[config.mk]
export PLATFORM = sky130hd
export DESIGN_NAME = button_event_decoder
export DESIGN_NICKNAME = d
export VERILOG_FILES = /design/src/rtl/btn_evt_pkg.sv /design/src/rtl/button_event_decoder_edge_detect.sv /design/src/rtl/button_event_decoder.sv
export SDC_FILE = /design/constraint.sdc
export NUM_CORES = 1
export LEC_CHECK = 0
export CAP_MARGIN = 20
export CORE_AREA = 3 3 84 54
export DETAILED_ROUTE_END_ITERATION = 7
export DIE_AREA = 0 0 87 57
export PLACE_DENSITY = 0.77
export SLEW_MARGIN = 20
export SYNTH_ARGS = -nofsm -noshare
export SYNTH_HDL_FRONTEND = slang
export SYNTH_SLANG_ARGS = --single-unit
[constraint.sdc]
create_clock -name clk -period 2.1 [get_ports clk]
set_input_delay 0.42 -clock clk [delete_from_list [all_inputs] [get_ports clk]]
set_output_delay 0.42 -clock clk [all_outputs]
set_load 0.02 [all_outputs]
[src/rtl/btn_evt_pkg.sv]
// Shared definitions for the button event decoder: FSM state encoding and
// default timing constants for a 100 MHz system clock.
package btn_evt_pkg;

  // FSM states. 2'd3 is unused and recovers to S_IDLE.
  typedef enum logic [1:0] {
    S_IDLE  = 2'd0,
    S_PRESS = 2'd1,
    S_HOLD  = 2'd2
  } btn_state_e;

  localparam int unsigned CLK_HZ = 100_000_000;

  // Converts a duration in milliseconds into clk cycles at CLK_HZ.
  function automatic int unsigned ms_to_cycles(input int unsigned ms);
    return ms * (CLK_HZ / 1000);
  endfunction

  // 500 ms long-press threshold, 100 ms auto-repeat period.
  localparam int unsigned DEF_LONG_CYCLES   = ms_to_cycles(500);
  localparam int unsigned DEF_REPEAT_CYCLES = ms_to_cycles(100);

  // Timer width able to hold max(DEF_LONG_CYCLES, DEF_REPEAT_CYCLES) - 1.
  localparam int DEF_CNT_W = 26;

endpackage

[src/rtl/button_event_decoder_edge_detect.sv]
// Edge detector for a clk-synchronous level. The level is registered twice;
// rise/fall compare the two registered samples so that every downstream event
// lines up one cycle after the sampling edge. RST_VAL sets what the detector
// believes the input was before reset release: with RST_VAL=1 a level that is
// already high when reset releases produces no rise.
module edge_detect #(
  parameter bit RST_VAL = 1'b1
) (
  input  logic clk,
  input  logic rst_n,
  input  logic sig_i,
  output logic rise_o,
  output logic fall_o
);

  logic sig_q;
  logic sig_qq;

  // Two-stage sample of the input level.
  always_ff @(posedge clk or negedge rst_n) begin
    if (!rst_n) begin
      sig_q  <= RST_VAL;
      sig_qq <= RST_VAL;
    end else begin
      sig_q  <= sig_i;
      sig_qq <= sig_q;
    end
  end

  assign rise_o = sig_q & ~sig_qq;
  assign fall_o = ~sig_q & sig_qq;

endmodule

[src/rtl/button_event_decoder.sv]
// Turns a clean, synchronous button level into one-cycle event pulses:
// press, release, short click, long press and auto-repeat while held, plus a
// wrapping 8-bit press counter. All outputs are registered.
module button_event_decoder
  import btn_evt_pkg::*;
#(
  parameter int unsigned LONG_CYCLES   = DEF_LONG_CYCLES,
  parameter int unsigned REPEAT_CYCLES = DEF_REPEAT_CYCLES,
  parameter bit          REPEAT_EN     = 1'b1,
  parameter int          CNT_W         = DEF_CNT_W
) (
  input  logic       clk,
  input  logic       rst_n,
  input  logic       btn,
  output logic       press_pulse,
  output logic       release_pulse,
  output logic       short_pulse,
  output logic       long_pulse,
  output logic       repeat_pulse,
  output logic       held,
  output logic [7:0] press_count
);

  // Terminal timer values; the timer is cleared on reaching them, so it never wraps.
  localparam logic [CNT_W-1:0] LONG_TERM   = CNT_W'(LONG_CYCLES - 1);
  localparam logic [CNT_W-1:0] REPEAT_TERM = CNT_W'(REPEAT_CYCLES - 1);

  logic rise;
  logic fall;

  btn_state_e       state_q, state_d;
  logic [CNT_W-1:0] timer_q, timer_d;
  logic [7:0]       count_q, count_d;
  logic             press_q, press_d;
  logic             release_q, release_d;
  logic             short_q, short_d;
  logic             long_q, long_d;
  logic             repeat_q, repeat_d;
  logic             held_q, held_d;

  // Button assumed pressed before reset release, so a held button yields no press.
  edge_detect #(
    .RST_VAL (1'b1)
  ) u_edge (
    .clk    (clk),
    .rst_n  (rst_n),
    .sig_i  (btn),
    .rise_o (rise),
    .fall_o (fall)
  );

  // Next-state, timer and event decode. A fall always wins over a terminal count.
  always_comb begin
    state_d   = state_q;
    timer_d   = timer_q;
    count_d   = count_q;
    press_d   = 1'b0;
    release_d = 1'b0;
    short_d   = 1'b0;
    long_d    = 1'b0;
    repeat_d  = 1'b0;

    case (state_q)
      S_IDLE: begin
        timer_d = '0;
        if (rise) begin
          state_d = S_PRESS;
          press_d = 1'b1;
          count_d = count_q + 8'd1;
        end
      end

      S_PRESS: begin
        if (fall) begin
          state_d   = S_IDLE;
          timer_d   = '0;
          release_d = 1'b1;
          short_d   = 1'b1;
        end else if (timer_q == LONG_TERM) begin
          state_d = S_HOLD;
          timer_d = '0;
          long_d  = 1'b1;
        end else begin
          timer_d = timer_q + CNT_W'(1);
        end
      end

      S_HOLD: begin
        if (fall) begin
          state_d   = S_IDLE;
          timer_d   = '0;
          release_d = 1'b1;
        end else if (timer_q == REPEAT_TERM) begin
          timer_d  = '0;
          repeat_d = REPEAT_EN;
        end else begin
          timer_d = timer_q + CNT_W'(1);
        end
      end

      default: begin
        state_d = S_IDLE;
        timer_d = '0;
      end
    endcase

    held_d = (state_d != S_IDLE);
  end

  // State, timer, counter and registered event outputs.
  always_ff @(posedge clk or negedge rst_n) begin
    if (!rst_n) begin
      state_q   <= S_IDLE;
      timer_q   <= '0;
      count_q   <= '0;
      press_q   <= 1'b0;
      release_q <= 1'b0;
      short_q   <= 1'b0;
      long_q    <= 1'b0;
      repeat_q  <= 1'b0;
      held_q    <= 1'b0;
    end else begin
      state_q   <= state_d;
      timer_q   <= timer_d;
      count_q   <= count_d;
      press_q   <= press_d;
      release_q <= release_d;
      short_q   <= short_d;
      long_q    <= long_d;
      repeat_q  <= repeat_d;
      held_q    <= held_d;
    end
  end

  assign press_pulse   = press_q;
  assign release_pulse = release_q;
  assign short_pulse   = short_q;
  assign long_pulse    = long_q;
  assign repeat_pulse  = repeat_q;
  assign held          = held_q;
  assign press_count   = count_q;

endmodule

Yosys cells after proc, flatten, opt, wreduce, memory -nomap -nowiden
Cells that the tools add are included.

Equality and inequality tests: 4. Bitwise logic cells: 4. $add $sub $neg: 2. Reductions and logical operators: 4. Mux-type cells: 21.

Operator list (count): $mux W26 (4); $pmux W26 S2 (1); $add A26 B1 Y26 const B (1); $eq A26 B24 Y1 const B (1); $eq A26 B26 Y1 const B (1); $mux W1 (11); $add A8 B1 Y8 const B (1); $mux W2 (4); $pmux W2 S3 (1); $and A1 B1 Y1 (2); $eq A2 B1 Y1 const B (1); $eq A2 B2 Y1 const B (1); $logic_not A2 Y1 (1); $not A1 Y1 (2); $reduce_and A2 Y1 (1); $reduce_bool A2 Y1 (1); $reduce_or A2 Y1 (1).

Register bits: 44. Bits of input ports: 3.

Longest topological paths before layout
Word-level depth: 5. Depth in mapped cells: 8.

Modules after synthesis
From an unflattened synthesis, not the netlist that was laid out.

Cell total of the unflattened synthesis: 202. Area, all modules: 2119.5 µm².

By module, submodules not included: button_event_decoder (times used 1, sequential area each 1051.0 µm², cells an instance 198, area each 2052.0 µm²); edge_detect (times used 1, sequential area each 52.6 µm², cells an instance 4, area each 67.6 µm²).

Least setup slack after synthesis
No wires, ideal clock.

Kind: flip-flop to flip-flop. Start: register timer_q[0]. End: register timer_q[16]. Buffers on the path: 2. Path slack: 466 ps. Data required time: 2029 ps. Data arrival time: 1562 ps. Cell stages (with the launch flop): 9. Cells stage by stage: dfrtp_1 -> ha_1 -> and4_1 -> nand4_1 -> o21ai_0 -> a21o_1 -> buf_6 -> buf_6 -> nor2_1.

Word-level cells in the longest chain between the ends: 4. Elaborated cells between the ends (all ways): 8. Classes of those cells: add/sub (1); eq/ne (2); mux (5).

RTL lines: start, declared (line button_event_decoder.sv:32) `logic [CNT_W-1:0] timer_q, timer_d;`; start signal, assigned (line button_event_decoder.sv:124) `timer_q <= timer_d;`; $add A26 B1 Y26, or another cell as far along (line button_event_decoder.sv:84, button_event_decoder.sv:97); $mux W26 (on tied branches) (line button_event_decoder.sv:93, button_event_decoder.sv:79); $mux W26 (on tied branches) (line button_event_decoder.sv:89, button_event_decoder.sv:74); $pmux W26 S2 * (line button_event_decoder.sv:63) `case (state_q)`; named net timer_d[16] (line button_event_decoder.sv:32).

Mark *: on every way through the listed nets, which the timed path passes. The rest lies on a longest branch. A chain may end at the register's enable or synchronous reset.

Worst setup path in the final report
Start: register timer_q[0]. End: register timer_q[12].

The elaborated chain is that of the path after synthesis.

==> summary.txt <==
Placement
  – Placed cells: 271
  – Placed cell areas: 2430 µm²
  – Post-place setup slack: 0.0748 ns
  – DP HPWL: 3.54 mm
  – PortBufs: 16
  – GP Congestion: 0.906

Min path
  – Hold Crit Class: in -> async

Finish
  – Non-Filler Instances: 279
  – Fin area: 2520 µm²
  – Post-Route Utilization: 67.8%
  – Share of cells above drive strength 1: 13.4%
  – Nets: 240
  – Area Growth Syn to Fin: 15.4%
  – Ant. Diodes: 0
  – Commonest non-fill, non-tap cells in the layout: dfrtp_1 (42), nor2_1 (29), xnor2_1 (16), clkdlybuf4s50_1 (15), xor2_1 (13)
  – Commonest non-fill, non-tap cell in the layout: dfrtp_1

STA
  – Max-slew violations: 0
  – Rel. slew slack: 63.6%
  – Setup violators final: 0
  – Fin Clk Skew: 0.00302 ns
  – Period utilization: 92.8%
  – Max Clk Rate: 0.513 GHz
  – Final-report hold violation count: 0
  – Crit path time final: 1.95 ns
  – Setup TNS Final: 0 ns
  – Setup ws final: 0.152 ns
  – Worst hold margin: 0.0946 ns
  – Worst-Margin Slew: 0.546 ns
  – RSZ-0062 raised after global routing: false

Synth
  – Largest family of logic cells by synthesized area: simple AND/OR/NAND/NOR gates
  – Mux contribution to synthesized area: 0.515%
  – Post-Synth Adder-Cell Area: 3.43%
  – Leading area contributor after synthesis: dfrtp_1
  – Syn Nets: 212
  – Simple-Gate Fraction of Synth Area: 27.6%
  – Sequential element share of the synthesized area: 50.5%
  – Dominant cells by area after synthesis: dfrtp_1 (48%), xnor2_1 (6.4%), xor2_1 (5.2%)
  – Share of the synthesized area in the top cell type: 48.1%
  – Synth Area in Compound Gates: 3.60%
  – #FFs+latches synth: 44
  – Post-synth top flop: dfrtp_1
  – Cell variety after synth: 39
  – Synthesized cell area: 2190 µm²
  – Xor-xnor portion of the synthesized cell area: 11.6%
  – Post-Syn Area per Cell: 10.8 µm²
  – Mapped Cells: 203
  – Post-synth EDFFs: 0
  – Async S/R FF share, synth: 100%
  – Synth warn: 0

Setup path
  – CP Class: reg -> reg
  – Critical R2R Launch: timer_q[0]
  – Reg2reg path depth: 7
  – CP Capture Point: timer_q[12]
  – Critical-path maximum fanout: 11
  – First element of the critical path: timer_q[0]
  – Worst setup SP type: flip-flop
  – Worst Setup End Kind: flip-flop
  – Reg2Reg Setup Slack: 0.15 ns
  – R2R Path End: timer_q[12]
  – Crit path arrival time: 2.15 ns
  – Data required, critical path: 2.30 ns

Floorplanning
  – Die Area: 4960 µm²
  – Top-level port count: 17
  – Initial Util: 58.8%
  – Die Wd: 87 µm
  – Row cnt: 17
  – Die H: 57 µm
  – CORE AREA: 3720 µm²

GRT
  – Remaining Overflow, GRT: 0
  – First-pass GRT wire length: 7.92 mm
  – Gr usage total: 20.8%
  – Antenna violations before repair: 0
  – Pin count of the biggest net entering global routing: 27
  – Number of global-route vias before repair: 1634

CTS
  – Post-CTS resize count: 0
  – H-tree levels: 2
  – Total CTS buffers: 5
  – Clock tree buffer depth: 2
  – Clock Sinks: 44
  – TritonCTS clock tree: built
  – CTS hold repair buffers: 0
  – Worst skew pair latency: 0.30 ns
  – Post-CTS Setup Inserts: 0
  – Clock Root Buffer: clkbuf_8
  – Clock-pin slew on the worst setup and hold paths: 0.08 ns

Route
  – Via count: 1580
  – Initial DRT Pass Iterations: 4
  – 1st-iter DRT viols: 111
  – Routed Antenna Nets: 0
  – Avg WL per Cell: 16.6 µm
  – DRC: 0
  – Vias per inst: 5.66
  – Final wirelength: 4.63 mm

Power and ir drop
  – Leakage power total: 1.13 nW
  – Cell area power density: 827 nW/µm²
  – Final Power: 2.09 mW
  – Maximum VDD drop: 656 µV

Job
  – Max_cap viols: 0

Status
  – Outcome: finished clean
-- registers in the layout (all words and copies together), names as in the netlist --
name / cells
short_pulse: 1
state_q: 2
long_pulse: 1
press_pulse: 1
release_pulse: 1
u_edge.sig_q: 1
repeat_pulse: 1
held: 1
u_edge.sig_qq: 1
press_count: 8
timer_q: 26
-- final cells by class --
cell class,count,area (µm²)
Clock buffer,6,82.6
Clock inverter,2,10.0
Fill cell,289,1200
Inverter,6,22.5
Multi-Input combinational cell,149,1020
Sequential cell,44,1100
Tap cell,47,58.8
Timing Repair Buffer,25,223
-- per-layer routing --
metal / part of all wire [%] / track usage [%] / up-vias
li1: - / - / 758
met1: 49 / 29.7 / 782
met2: 45 / 30.9 / 33
met3: 4.8 / 5.34 / 7
met4: 1.2 / 6.89 / 0
met5: 0 / 0 / -
-- power breakdown --
| group | leakage [nW] | switching (mW) | internal (mW) | total, mW |
|---|---|---|---|---|
| Combinational | 0.486 | 0.296 | 0.232 | 0.528 |
| Clock | 0.0510 | 0.287 | 0.262 | 0.549 |
| Sequential | 0.594 | 0.0808 | 0.929 | 1.01 |
-- synthesized netlist by cell type, drive strengths merged, types with 5 or more instances --
master and instances:
and3 11, nand2 11, dfrtp 42, nor2 29, xnor2 16, ha 6, nor3 6, inv 6
nand3 12, xor2 13, nand4 11, o21ai 5
-- worst max-delay path, stage by stage, from the launching register on --
cell and delay [ns]:
dfrtp_1 0.37, ha_1 0.23, and4_1 0.31, nand4_1 0.18, o21ai_0 0.22, a21o_2 0.27, buf_4 0.20, nor2_1 0.06
-- how the worst min path moves through the flow --
stage | slack, ns | cells after the start | from | to
after CTS | 0.12 | 1 | rst_n | timer_q[0]
after global placement | 0.37 | 0 | u_edge.sig_q | u_edge.sig_qq
after global routing | 0.14 | 1 | rst_n | timer_q[21]
final | 0.09 | 1 | rst_n | timer_q[9]
after detailed placement | 0.37 | 0 | u_edge.sig_q | u_edge.sig_qq
after floorplan | 0.12 | 0 | rst_n | held
-- cell families (layout without fill, tap and decap cells) --
family / Yosys count / in the layout
AND/OR/NAND/NOR: 101 / 101
flip-flops: 44 / 44
XOR/XNOR: 29 / 29
AO/OA/AOI/OAI: 12 / 12
buffers and inverters: 10 / 39
adder cells (fa/ha/maj): 6 / 6
multiplexers: 1 / 1
(Power assumes the default switching activity.)
==> patch 1: new RTL, config.mk and constraints unchanged <==
Re-encode `btn_state_e` (3 states) as one-hot, 3 bits wide.
--- a/src/rtl/btn_evt_pkg.sv
+++ b/src/rtl/btn_evt_pkg.sv
@@ -3,10 +3,10 @@
 package btn_evt_pkg;
 
   // FSM states. 2'd3 is unused and recovers to S_IDLE.
-  typedef enum logic [1:0] {
-    S_IDLE  = 2'd0,
-    S_PRESS = 2'd1,
-    S_HOLD  = 2'd2
+  typedef enum logic [2:0] {
+    S_IDLE  = 3'b001,
+    S_PRESS = 3'b010,
+    S_HOLD  = 3'b100
   } btn_state_e;
 
   localparam int unsigned CLK_HZ = 100_000_000;
Function: no difference found for any inputs over 10 cycles, from zero or initial values and one cycle with rst_n low; not proved beyond that.
==> patch 1 against the original RTL <==
Cell area up 4.2%; sequential cell count rose by 1; routed wire length increased by 0.76%; combinational power down 45%; area after synthesis rose by 4.6%; global-route usage down 0.24 points; setup slack better by 0.033 ns; total power down 6.2%.
==> patch 1: results (changes against the original RTL) <==
The run gives 272 (+0.37%) as the instance count after placement with tap cells included. The average size of a mapped cell is 10.94 µm² (+1.6%). The met2 routed wirelength was 1971 µm (-5.9%); the final weighted congestion in routability-driven placement was 0.9188 (+1.5%).

The met3 wire length was 325 µm (+46%). The number of cells in the finished layout apart from fillers is 280 (+0.36%), and the net count reported at finish is 237 (-1.3%). The run gives 0.002514 mm² (+3.5%) as the post-detailed-placement cell area. The minimum hold slack was 0.1755 ns (+0.08082 ns). The count of multi-input gates is 155 (+4.0%). The count of clock buffers in the final design was 5 (-1); the post-place setup slack was 0.1928 ns (+0.1180 ns). The maximum fanout along the worst path is 9 (-2), and the worst reg-to-reg path cell count is 5 (-2). The initial DRC count is 146 (+32%). The register-to-register path setup slack was 0.18 ns (+0.03 ns). The fraction of final layout cells with drive strength greater than 1 works out to 0.1545 (+0.02089). The multi-input gate area in the final layout was 0.001081 mm² (+5.6%). Peak per-stage delay on the critical path: 0.56 ns (+0.19 ns). By area the synthesized netlist is led by sky130_fd_sc_hd__dfrtp_1, sky130_fd_sc_hd__xnor2_1, sky130_fd_sc_hd__dfstp_2. The logs give 46 (+70%) for the maximum number of pins on one net before global-route repair and 6 (+2) for the first-pass iteration count of the detailed router.

The run finished with clean final reports. The cell at the slowest stage of the critical path was sky130_fd_sc_hd__or4_1. The tools report the number of filler instances in the final layout as 263 (-9.0%).

For the aggregate routed wire length, the log shows 4667 µm (+0.76%). The clock tree cell share of total cell area was 0.04379 (+0.007101).
## patch 1: cell count changes in the layout (fill, tap and decap cells not counted), sizes merged, moves of 4 or more
cell   delta
nor2     -24
a21oi    +12
a22oi    +12
o31ai     +7
or4       +6
xor2      -6
inv       -5
and3      -4
ha        -4
or3       +4
## patch 1: report_power, final
part | internal [µW] | switching, µW
Combinational | 142 | 148
Sequential | 923 | 78.5
Clock | 356 | 311
## patch 1: kinds of logic after synthesis
family	Yosys count	share of synthesized area
multiplexers	1	0.004923
flip-flops	45	0.4940
buffers and inverters	9	0.03336
XOR/XNOR	21	0.08042
AO/OA/AOI/OAI	41	0.1231
AND/OR/NAND/NOR	90	0.2533
adder cells (fa/ha/maj)	2	0.01094
## patch 1: per-layer routing
metal  vias up  global-route usage
li1        839                   -
met1       852              0.3234
met2        64              0.2789
met3         5             0.05051
met4         0             0.05778
met5         -                   0
==> patch 2: new RTL, same flow settings <==
Without the edit above. `RST_VAL` is set to 1'b1 in 2 places; all go to 1'b0.
--- a/src/rtl/button_event_decoder_edge_detect.sv
+++ b/src/rtl/button_event_decoder_edge_detect.sv
@@ -4,7 +4,7 @@
 // believes the input was before reset release: with RST_VAL=1 a level that is
 // already high when reset releases produces no rise.
 module edge_detect #(
-  parameter bit RST_VAL = 1'b1
+  parameter bit RST_VAL = 1'b0
 ) (
   input  logic clk,
   input  logic rst_n,
--- a/src/rtl/button_event_decoder.sv
+++ b/src/rtl/button_event_decoder.sv
@@ -40,7 +40,7 @@
 
   // Button assumed pressed before reset release, so a held button yields no press.
   edge_detect #(
-    .RST_VAL (1'b1)
+    .RST_VAL (1'b0)
   ) u_edge (
     .clk    (clk),
     .rst_n  (rst_n),
Check against the original RTL: not equivalent (Yosys sat finds a counterexample within 4 cycles, from zero or initial values and one cycle with rst_n low).
==> patch 2 against the original RTL <==
Combinational power decreased by 2%; final cell count shrank 2.2%; setup slack improved by 0.095 ns; area after synthesis is 0.11% lower; fmax up 5.1%; cell area down 1.3%; routed wire length fell by 6.6%; global-route usage decreased by 1.1 points; non-clock buffer count decreased by 6; largest cell class unchanged; total power increased by 2.8%; sequential cell count did not move.
==> patch 2: results (changes against the original RTL) <==
The maximum number of pins on one net before global-route repair is 45 (+67%). The path type of the worst min-delay path was in2async. CTS placed an instance of sky130_fd_sc_hd__clkbuf_8 at the clock tree root.

The logs give 0.001106 µW (-2.3%) for the leakage dissipation and 0.6446 (+0.008342) for the headroom to the max-slew limit. The final routed wire length divided by cell count came out at 15.84 µm (-4.6%). The net count reported at finish came out at 234 (-2.5%). The commonest cells after synthesis are sky130_fd_sc_hd__dfrtp_1, sky130_fd_sc_hd__nor2_1, sky130_fd_sc_hd__xnor2_1. Fraction of the cycle the final worst path needs: 0.8824 (-0.04539). The maximum ir drop on the vdd rail is 0.0007037 V (+7.2%), and the post-place setup slack is 0.2635 ns (+0.1887 ns). The fraction of final layout cells with drive strength greater than 1 is 0.09292 (-0.04070), and the wire length of the first global-routing pass is 7596 µm (-4.1%). The clock transition time at the flip-flop clock pins of the worst setup and hold paths was 0.08 ns (about the same).

More flip-flops sit in one register than any other, and that register is timer_q. Post-CTS resize count: 0 (unchanged). The endpoint identified for the worst register-to-register timing path is timer_q[21]$_DFF_PN0_. The count of unique library cells instantiated by Yosys is 38 (-2.6%). The run finished with clean final reports.

The logs give 0.007705 ns (+0.004686 ns) for the worst clock skew and 172 (+55%) for the initial DRC count. The instance count after placement with tap cells included was 265 (-2.2%); the register-to-register path setup slack was 0.25 ns (+0.10 ns). The run gives 0 (unchanged) as the number of warnings printed during yosys synthesis. The tools report the setup fix buffers added after clock tree synthesis as 0 (unchanged).

For the count of antenna diodes in the layout, the log shows 0 (unchanged). The post-synthesis instance total came out at 203 (unchanged). On the critical path the largest part of the delay comes from simple AND/OR/NAND/NOR gates. The number of global-route vias before repair is 1567 (-4.1%), and the maximum fanout along the worst path is 13 (+2).

The clock reaches the later pin of the worst-skew pair after 0.29 ns. The run gives 1546 (-2.2%) as the via count. The tools report the synthesized net count as 212 (unchanged).

The per-cell via count in the routed design was 5.663 (about the same). The worst path arrival time is 2.03 ns (-0.12 ns), and the number of flip-flops in the largest register is 26 (unchanged). The share of synthesized registers carrying an async set or reset was 1.000 (unchanged).

For the number of filler instances in the final layout, the log shows 277 (-4.2%). The sequential share of the synthesized area came out at 0.5040 (-0.0005675). By area the synthesized netlist is led by sky130_fd_sc_hd__dfrtp_1, sky130_fd_sc_hd__xnor2_1, sky130_fd_sc_hd__xor2_1.

The HPWL after detailed placement was 3277 µm (-7.5%); the final weighted congestion in routability-driven placement was 0.8772 (-3.1%). The run gives 0 (unchanged) as the number of antenna violations at the first check in global routing. The overall routing resource usage was 0.1970 (-0.01096).

The dominant register cell in the synthesized netlist is sky130_fd_sc_hd__dfrtp_1.
-- patch 2: layout make-up --
type,count,share of cell area
flip-flops and latches,44,0.4422
well taps,47,0.02362
clock buffers,6,0.02915
inverters,6,0.009045
multi-input cells,149,0.4106
clock inverters,2,0.01407
repair buffers,19,0.07136
-- patch 2: through the flow --
| step | power [µW] | cell area [µm²] | hold WS (ns) | utilization |
|---|---|---|---|---|
| 2_1_floorplan | 1342 | 2185 | 0.1244 | - |
| 3_3_place_gp | 1520 | 2382 | 0.4001 | 0.6400 |
| 3_5_place_dp | 1543 | 2382 | 0.4062 | 0.6400 |
| 4_1_cts | 2163 | 2490 | 0.2064 | 0.6689 |
| 5_1_grt | 2267 | 2490 | 0.2299 | 0.6689 |
| 6_report | 2146 | 2490 | 0.1906 | 0.6689 |
-- patch 2: cells by family after synthesis --
group / share of synthesized area
AND/OR/NAND/NOR: 0.2761
flip-flops: 0.5040
XOR/XNOR: 0.1163
AO/OA/AOI/OAI: 0.03608
buffers and inverters: 0.02806
adder cells (fa/ha/maj): 0.03436
multiplexers: 0.005154
-- patch 2: report_power, final --
part           total (µW)  internal, µW  leakage (µW)  switching (µW)
combinational         519           229      0.000454             289
clock                 620           353     0.0000552             267
sequential           1010           928      0.000597            80.2
total                2150          1510       0.00111             636
-- patch 2: routing by layer --
| layer | vias to the layer above | track usage | routed length, µm |
|---|---|---|---|
| met5 | - | 0 | 0 |
| met4 | 0 | 0.04667 | 17 |
| met3 | 2 | 0.05772 | 303 |
| met2 | 52 | 0.2854 | 1903 |
| met1 | 741 | 0.2918 | 2099 |
| li1 | 751 | - | - |
